[src/rtl/piso_serializer_pkg.sv]
// Shared definitions for the parallel-in/serial-out serializer and its downstream detector bench.
// State encoding is one-hot so the detector bench can decode it directly.
package piso_serializer_pkg;

  typedef enum logic [2:0] {
    S_IDLE  = 3'b001,
    S_SHIFT = 3'b010,
    S_GAP   = 3'b100
  } state_t;

  localparam int   DEFAULT_WIDTH      = 8;
  localparam logic DEFAULT_IDLE_LEVEL = 1'b1;

  // Counter width for values 0..n-1, never narrower than one bit.
  function automatic int cnt_width(input int n);
    return (n <= 2) ? 1 : $clog2(n);
  endfunction

endpackage

[src/rtl/piso_serializer.sv]
// Parallel-in/serial-out serializer: valid/ready word input, one bit per clock on dout.
// Optional even-parity trailer bit is enabled by defining PISO_PARITY_EN.
module piso_serializer
  import piso_serializer_pkg::*;
#(
  parameter int   WIDTH      = DEFAULT_WIDTH,
  parameter bit   MSB_FIRST  = 1'b1,
  parameter int   GAP        = 0,
  parameter logic IDLE_LEVEL = DEFAULT_IDLE_LEVEL
) (
  input  logic             clk,
  input  logic             rst,
  input  logic [WIDTH-1:0] data_in,
  input  logic             data_valid,
  output logic             data_ready,
  output logic             dout,
  output logic             dout_valid,
  output logic             busy
);

`ifdef PISO_PARITY_EN
  localparam int FRAME = WIDTH + 1;
`else
  localparam int FRAME = WIDTH;
`endif

  localparam int CNT_W = cnt_width(WIDTH + 1);
  localparam int GAP_W = cnt_width(GAP + 1);
  localparam logic [CNT_W-1:0] LAST_BIT = CNT_W'(FRAME - 1);
  localparam logic [GAP_W-1:0] LAST_GAP = GAP_W'((GAP > 0) ? GAP - 1 : 0);
  localparam bit BACK_TO_BACK = (GAP == 0);

  state_t           state_reg;
  logic [WIDTH-1:0] shift_reg;
  logic [CNT_W-1:0] bit_cnt_reg;
  logic [GAP_W-1:0] gap_cnt_reg;
  logic             dout_reg;
  logic             dout_valid_reg;
  logic [WIDTH-1:0] data_ordered;
  logic             last_bit;
  logic             accept;
  logic             bit_next;
`ifdef PISO_PARITY_EN
  logic             parity_reg;
`endif

  // Reorder the word so the shifter always transmits from its top bit.
  generate
    for (genvar gi = 0; gi < WIDTH; gi++) begin : g_order
      if (MSB_FIRST) begin : g_msb
        assign data_ordered[gi] = data_in[gi];
      end else begin : g_lsb
        assign data_ordered[gi] = data_in[WIDTH-1-gi];
      end
    end
  endgenerate

  assign last_bit   = (state_reg == S_SHIFT) && (bit_cnt_reg == LAST_BIT);
  assign data_ready = !rst && ((state_reg == S_IDLE) || (BACK_TO_BACK && last_bit));
  assign accept     = data_valid && data_ready;
  assign busy       = (state_reg != S_IDLE);
  assign dout       = dout_reg;
  assign dout_valid = dout_valid_reg;

  always_comb begin
    bit_next = shift_reg[WIDTH-2];
`ifdef PISO_PARITY_EN
    if (bit_cnt_reg == CNT_W'(WIDTH - 1)) begin
      bit_next = parity_reg;
    end
`endif
  end

  always_ff @(posedge clk or posedge rst) begin
    if (rst) begin
      state_reg      <= S_IDLE;
      shift_reg      <= '0;
      bit_cnt_reg    <= '0;
      gap_cnt_reg    <= '0;
      dout_reg       <= IDLE_LEVEL;
      dout_valid_reg <= 1'b0;
`ifdef PISO_PARITY_EN
      parity_reg     <= 1'b0;
`endif
    end else if (accept) begin
      // Accept is possible from IDLE, or on the final frame bit when back-to-back is allowed.
      state_reg      <= S_SHIFT;
      shift_reg      <= data_ordered;
      bit_cnt_reg    <= '0;
      dout_reg       <= data_ordered[WIDTH-1];
      dout_valid_reg <= 1'b1;
`ifdef PISO_PARITY_EN
      parity_reg     <= ^data_in;
`endif
    end else begin
      case (state_reg)
        S_IDLE: begin
          dout_reg       <= IDLE_LEVEL;
          dout_valid_reg <= 1'b0;
        end
        S_SHIFT: begin
          if (last_bit) begin
            dout_reg       <= IDLE_LEVEL;
            dout_valid_reg <= 1'b0;
            gap_cnt_reg    <= '0;
            state_reg      <= BACK_TO_BACK ? S_IDLE : S_GAP;
          end else begin
            shift_reg   <= shift_reg << 1;
            bit_cnt_reg <= bit_cnt_reg + 1'b1;
            dout_reg    <= bit_next;
          end
        end
        S_GAP: begin
          if (gap_cnt_reg == LAST_GAP) begin
            state_reg <= S_IDLE;
          end else begin
            gap_cnt_reg <= gap_cnt_reg + 1'b1;
          end
        end
        default: begin
          state_reg      <= S_IDLE;
          dout_reg       <= IDLE_LEVEL;
          dout_valid_reg <= 1'b0;
        end
      endcase
    end
  end

endmodule

[config.mk]
export PLATFORM = sky130hd
export DESIGN_NAME = piso_serializer
export DESIGN_NICKNAME = d
export VERILOG_FILES = /design/src/rtl/piso_serializer_pkg.sv /design/src/rtl/piso_serializer.sv
export SDC_FILE = /design/constraint.sdc
export NUM_CORES = 1
export LEC_CHECK = 0
export ABC_CLOCK_PERIOD_IN_PS = 4300
export CAP_MARGIN = 20
export CORE_AREA = 2 2 48 50
export CTS_BUF_LIST = sky130_fd_sc_hd__clkbuf_4
export CTS_CLUSTER_DIAMETER = 50
export DETAILED_ROUTE_END_ITERATION = 10
export DIE_AREA = 0 0 50 52
export PLACE_DENSITY = 0.76
export SYNTH_ARGS = -nofsm -noshare
export SYNTH_HDL_FRONTEND = slang
export SYNTH_SLANG_ARGS = --single-unit
[constraint.sdc]
create_clock -name clk -period 4.3 [get_ports clk]
set_input_delay 0.86 -clock clk [delete_from_list [all_inputs] [get_ports clk]]
set_output_delay 0.86 -clock clk [all_outputs]
set_load 0.03 [all_outputs]
Word-level counts from Yosys, hierarchy flattened
Index checks and enable logic that the tools add are counted.
{"block": "totals", "inputBits": 11, "output_inout_bits": 4, "register_bits": 17, "elab_cells": 49}
{"block": "op_classes", "n_reduce_logical": 11, "n_eq_ne": 11, "add_sub_neg": 2, "n_mux": 18, "bitwise": 1}
{"cell": "$mux 7", "count": 3}
{"cell": "$mux 4", "count": 3}
{"cell": "$mux 3", "count": 3}
{"cell": "$pmux 3 s3", "count": 1}
{"cell": "$ne 2x2->1 const B", "count": 3}
{"cell": "$ne 3x3->1 const B", "count": 2}
{"cell": "$pmux 1 s2", "count": 3}
{"cell": "$reduce_and 3->1", "count": 2}
{"cell": "$mux 1", "count": 5}
{"cell": "$add 4x1->4 const B", "count": 1}
{"cell": "$eq 4x3->1 const B", "count": 1}
{"cell": "$reduce_and 2->1", "count": 2}
{"cell": "$reduce_bool 2->1", "count": 2}
{"cell": "$eq 3x1->1 const B", "count": 1}
{"cell": "$eq 3x2->1 const B", "count": 1}
{"cell": "$eq 3x3->1 const B", "count": 1}
{"cell": "$logic_and 1x1->1", "count": 3}
{"cell": "$ne 3x1->1 const B", "count": 1}
{"cell": "$ne 2x1->1 const B", "count": 1}
{"cell": "$add 1x1->1 const B", "count": 1}
{"cell": "$logic_not 1->1", "count": 1}
{"cell": "$logic_or 1x1->1", "count": 1}
{"cell": "$not 1->1", "count": 1}

Logic depth before layout (Yosys ltp)
Gate-level depths: netlist (run 1).
{"block": "depth", "depth_word": 7, "mapped_depth": 5, "depth_no_buf": 4}

Worst setup path after synthesis (run 1)
No wires, ideal clock.
{"block": "synth_path", "path_type": "reg2out", "startpoint": "register bit_cnt_reg[0]", "endpoint": "output data_ready", "path_slack_ps": 2011, "arrival_ps": 1429, "path_stages_with_launch": 6, "path_buffers": 1, "required_ps": 3440, "cell_sequence": "dfrtp_1 > ha_1 > and3b_4 > buf_12 > a21oi_1 > nor2_1"}
{"block": "synth_via", "elab_chain_len": 4}
{"element": "from (decl)", "line_no": "piso_serializer.sv:35", "source": "logic [CNT_W-1:0] bit_cnt_reg;"}
{"element": "from (signal assigned)", "line_no": "piso_serializer.sv:109", "source": "bit_cnt_reg <= bit_cnt_reg + 1'b1;"}
{"element": "$eq 4x3->1", "line_no": "piso_serializer.sv:58", "source": "assign last_bit = (state_reg == S_SHIFT) && (bit_cnt_reg == LAST_BIT);"}
{"element": "$logic_and 1x1->1", "line_no": "piso_serializer.sv:58"}
{"element": "$logic_or 1x1->1", "line_no": "piso_serializer.sv:59", "source": "assign data_ready = !rst && ((state_reg == S_IDLE) || (BACK_TO_BACK && last_bit));"}
{"element": "$logic_and 1x1->1", "line_no": "piso_serializer.sv:59"}
{"element": "to (decl)", "line_no": "piso_serializer.sv:15", "source": "output logic data_ready,"}
Every way passes these cells.

Final worst setup path (run 1)
{"block": "layout_path", "startpoint": "input rst", "endpoint": "output data_ready"}
{"block": "layout_via", "elab_chain_len": 2}
{"element": "from (decl)", "line_no": "piso_serializer.sv:12", "source": "input logic rst,"}
{"element": "$logic_not 1->1 (no source line)"}
{"element": "$logic_and 1x1->1", "line_no": "piso_serializer.sv:59"}
Every way passes these cells.

==> impl_metrics.toml, run 1 <==
[floorplan]
die-area_mm2 = 0.00260
core-area_mm2 = 0.00211
die_y_um = 52
start_util_pct = 46.9
io_pins = 15
row_count = 17
die_w_um = 50

[worst_setup_path]
cp-end-kind = "output port"
cp-start-kind = "primary input"
worstPathMaxFanout = 15
critPathRequiredTime_ns = 3.44
path_class = "in -> out"
crit_arrival_ns = 2.37

[final_layout]
layout.nets = 124
antenna_cells = 0
final_common_cell = "clkdlybuf4s50_1"
layout_common_cells = "clkdlybuf4s50_1, dfrtp_1, inv_1, a21oi_1, and3b_1"
area_growth_pct = 15.8
drive_gt1_share_pct = 11.7
finish.utilization_pct = 54.3
final_area_mm2 = 0.00114
largest_reg_flops = 7

[clock_network]
cts_hold_buf = 0
htreeDepth = 1
cts.clk_slew.worst_paths_ns = 0.09
clockBufferDepth = 2
cts-buffers-inserted = 3
clk-insertion-delay-late_ns = 0.29
post_cts_resized = 0
cts_setup_buffers = 0
cts_root_buf = "clkbuf_4"
cts_tree = "built"
clkSinkCount = 15

[synthesis]
yosys.area.top_type = "dfrtp_1"
synth_top_area_share_pct = 33.0
yosysSeqAreaShare_pct = 38.3
synth-main-ff-cell = "dfrtp_1"
synthDistinctLibCells = 38
synthTopCellsByArea = "dfrtp_1, dfstp_2, and3b_1, mux2i_1, inv_1"
yosys_warnings = 0
async_reset_ff_share_pct = 100
netlist_area_um2 = 987
synth-seq-cells = 15
syn_inst = 99
synth_nets = 111
synth_edf_count = 0
syn_area_per_cell_um2 = 9.97

[power]
peakVddDrop_v = 0.000230
leakage_nw = 0.478
powerDensity_mw_per_mm2 = 402
p_total_w = 0.000460

[global_routing]
grt_overflow_total = 0
grt_pass1_vias = 758
track_usage_pct = 17.6
grt_pass1_wl_um = 3370
globalRouteMet1Util_pct = 21.1
grt_busiest_layer = "met2"
gr-usage-met3_pct = 5.17
grt_util_met2_pct = 30.0
grt_max_degree = 16
antenna_found_initial = 0

[routing]
wl_per_cell_um = 15.2
drcViolationCount = 0
drt_pass1_iterations = 4
drtAntennaViolNets = 0
finalWirelength_um = 2120
num_vias = 812
drt_iter0_drc = 10
viasPerCell = 5.84

[timing]
hold_viol_final = 0
rsz0062_at_grt = "no"
fin_crit_sh_pct = 75.1
max_freq_mhz = 309
fin_crit_ns = 3.23
finalSetupViolations = 0
worst_pin_slew_ns = 0.576
max_slew_margin_pct = 61.5
setup_tns_ns = 0
skew_ns = 0.00480
fin_hold_ws_ns = 0.571
slew_viol_final = 0

[placed_design]
gp_congestion = 0.799
io_buffers = 14
post-dp-hpwl_um = 1480
place_area_mm2 = 0.00111

[min_path]
hp-class = "reg -> reg"

[flow_run]
cap_violations = 0

[run_status]
status = "complete, no violations"
per-layer routing:
layer | vias to the layer above | part of all wire [%]
met5 | - | 0
met3 | 4 | 4.3
met1 | 396 | 44
li1 | 387 | -
met2 | 25 | 50
met4 | 0 | 1.2
final cells by class:
class / instances / area (µm²)
tap: 28 / 35.0
multi-input combinational: 66 / 512
inverter: 11 / 41.3
sequential: 15 / 378
clock buffer: 4 / 30.0
fill: 183 / 962
timing repair buffer: 15 / 148
critical path, cell delays in order:
cell	delay (ns)
clkdlybuf4s50_1	0.64
nor2_1	0.19
clkdlybuf4s50_1	0.68
logic make-up after synthesis:
kind of cell / count (synthesis) / synth area share (%)
simple gates: 32 / 23.7
compound gates: 28 / 21.8
buf+inv: 18 / 9.89
flops: 15 / 38.3
mux: 5 / 5.07
fa+ha+maj: 1 / 1.27
final timing paths:
| check | from | endpoint | slack [ns] | depth (start not counted) |
|---|---|---|---|---|
| min in group asynchronous | rst | bit_cnt_reg[2] | 1.29 | 2 |
| min | dout_valid | dout_valid | 0.57 | 2 |
| max reg2reg | bit_cnt_reg[0] | shift_reg[5] | 2.74 | 4 |
| max in group asynchronous | rst | dout | 2.63 | 2 |
| min reg2reg | dout_valid | dout_valid | 0.57 | 2 |
| max | rst | data_ready | 1.07 | 3 |
synth_stat cells (2+ instances only):
| library cell | number |
|---|---|
| a21oi_1 | 8 |
| a22o_1 | 2 |
| a32oi_1 | 3 |
| and3b_1 | 6 |
| buf_2 | 5 |
| dfrtp_1 | 13 |
| dfstp_2 | 2 |
| inv_1 | 11 |
| mux2i_1 | 5 |
| nand2_1 | 4 |
| nand3_1 | 3 |
| nand3b_1 | 2 |
| nand4bb_1 | 2 |
| nor2_1 | 2 |
| nor2b_1 | 3 |
| o211ai_1 | 3 |
| o21ai_1 | 2 |
| o221ai_1 | 3 |
power by group:
group	internal (W)	switching [W]
clock	0.0000424	0.0000482
sequential	0.000183	0.0000416
combinational	0.0000747	0.0000702
total	0.000300	0.000160
stage by stage:
step	setup WS [ns]	std cells
final	1.07	139
after global placement	1.10	135
after CTS	1.07	139
after detailed placement	1.07	135
after floorplan	2.01	99
after global routing	0.980	139
Power figures use the tool's default switching activity.
==> inputs of run 2 (changes only) <==
Settings changed: ABC_CLOCK_PERIOD_IN_PS 4300 to 2650, PLACE_DENSITY 0.76 to 0.79.
Clock period 4.3 ns to 2.65 ns, I/O delays scaled along.
==> run 2 against run 1 <==
  * Sequential power increased by 60%
  * Power grew 62%
  * Via count is 2.7% higher
  * Cell count increased by 1.4%
  * Clock power increased by 57%
  * Non-clock buffer count rose by 2
  * Setup slack got worse by 0.94 ns
  * Global-route usage increased by 0.63 points
  * Clock skew fell by 0.0018 ns
  * Routed wire length increased by 0.28%
  * Count of clock-buffer cells in the layout unchanged
  * Utilization grew 0.65 points
  * Largest cell class unchanged
  * Largest power group unchanged
==> impl_metrics.toml, run 2 (synthesis results as in run 1) <==
[final_layout]
nFillCells = 184
largest_reg_flops = 7
antenna_cells = 0
layout.nets = 126
drive_gt1_share_pct = 13.3
final_area_mm2 = 0.00116
area_growth_pct = 17.2
layout_common_cells = "dfrtp_1, clkdlybuf4s50_1, inv_1, a21oi_1, and3b_1"

[power]
powerDensity_mw_per_mm2 = 644
leakage_nw = 0.490
peakVddDrop_v = 0.000467

[clock_network]
cts_setup_buffers = 0
htreeDepth = 1
cts_root_buf = "clkbuf_4"
clkSinkCount = 15
cts-buffers-inserted = 3
cts_hold_buf = 0
clockBufferDepth = 2
cts.clk_slew.worst_paths_ns = 0.09
post_cts_resized = 1
clk-insertion-delay-late_ns = 0.28
cts_tree = "built"

[floorplan]
die_w_um = 50
start_util_pct = 46.9
die-area_mm2 = 0.00260
die_y_um = 52
core-area_mm2 = 0.00211
io_pins = 15
row_count = 17

[worst_setup_path]
r2r-start = "bit_cnt_reg[0]"
critPathMaxStageDelay_ns = 0.67
crit_chain = "nor2b_1, buf_4, inv_1, clkdlybuf4s50_1"
ff2ff_path_depth = 4
critPathRequiredTime_ns = 2.12
cp-start-kind = "flip-flop"
cp_top_family = "buffers and inverters"
path_class = "reg -> out"
regToRegSetupSlack_ns = 1.11
crit_arrival_ns = 2.00
critPathBufInv = 3
cp-end-kind = "output port"
reg2reg_to = "shift_reg[4]"
crit_slowest_cell = "dfstp_2"
cp.depth = 4
worstPathMaxFanout = 14

[timing]
slew_viol_final = 0
max_freq_mhz = 396
finalSetupViolations = 0
worst_pin_slew_ns = 0.582
max_slew_margin_pct = 61.2
rsz0062_at_grt = "no"
hold_viol_final = 0
setup_tns_ns = 0
fin_crit_ns = 2.53
skew_ns = 0.00301
fin_crit_sh_pct = 95.3

[placed_design]
post-dp-hpwl_um = 1530
gp_congestion = 0.812
io_buffers = 14
place_area_mm2 = 0.00113

[routing]
drt_iter0_drc = 24
drt_pass1_iterations = 4
num_vias = 834
viasPerCell = 5.91
finalWirelength_um = 2120
drtAntennaViolNets = 0
drcViolationCount = 0
wl_per_cell_um = 15.1

[flow_run]
cap_violations = 0

[global_routing]
grt_pass1_wl_um = 3590
grt_max_degree = 16
antenna_found_initial = 0
grt_busiest_layer = "met2"
grt_util_met2_pct = 31.6
grt_overflow_total = 0
track_usage_pct = 18.2
grt_pass1_vias = 839
globalRouteMet1Util_pct = 22.9
gr-usage-met3_pct = 2.01

[min_path]
hp-class = "reg -> reg"
min_from = "shift_reg[1]"
min_delay_path_depth = 2
hold_end = "shift_reg[2]"

[run_status]
status = "complete, no violations"
## run 2: per-stage QoR
step | hold slack [ns] | utilization [%] | std cells | total power (W) | setup slack (ns)
after floorplan | 0.495 | - | 99 | 0.000529 | 0.691
after global placement | 0.518 | 53.6 | 137 | 0.000591 | 0.272
after detailed placement | 0.526 | 53.6 | 137 | 0.000607 | 0.232
after CTS | 0.549 | 55.0 | 141 | 0.000748 | 0.129
after global routing | 0.585 | 55.0 | 141 | 0.000791 | 0.0340
final | 0.547 | 55.0 | 141 | 0.000745 | 0.125
## run 2: worst register-to-register path, cell delays in order, from the launching register on
cell      delay (ns)
dfrtp_1         0.43
ha_1            0.27
and3b_4         0.27
o211ai_4        0.28
o221ai_1        0.16
## run 2: final cells by class
type	count	area, µm²	area share (%)
tap	28	35.0	3.03
timing repair buffer	17	161	13.9
clock buffer	4	30.0	2.59
inverter	11	41.3	3.57
sequential	15	378	32.6
multi-input combinational	66	512	44.2
## run 2: power by group
group / total [W] / leakage (nW) / internal [W] / switching (W)
logic: 0.000242 / 0.284 / 0.000125 / 0.000117
registers: 0.000361 / 0.188 / 0.000297 / 0.0000643
clock network: 0.000142 / 0.0184 / 0.0000687 / 0.0000734
total: 0.000745 / 0.490 / 0.000490 / 0.000254
## run 2: routing by layer
metal / routed length, µm / vias up
met5: 0 / -
met4: 33 / 0
met3: 65 / 5
met2: 1090 / 23
met1: 930 / 409
li1: - / 397
## run 2: worst max path at each step
stage | from | end | slack, ns
finish | state_reg[0] | busy | 0.12
global route | state_reg[0] | busy | 0.03
CTS | state_reg[0] | busy | 0.13
detailed placement | bit_cnt_reg[0] | data_ready | 0.23
global placement | bit_cnt_reg[0] | data_ready | 0.27
floorplan | bit_cnt_reg[0] | data_ready | 0.69
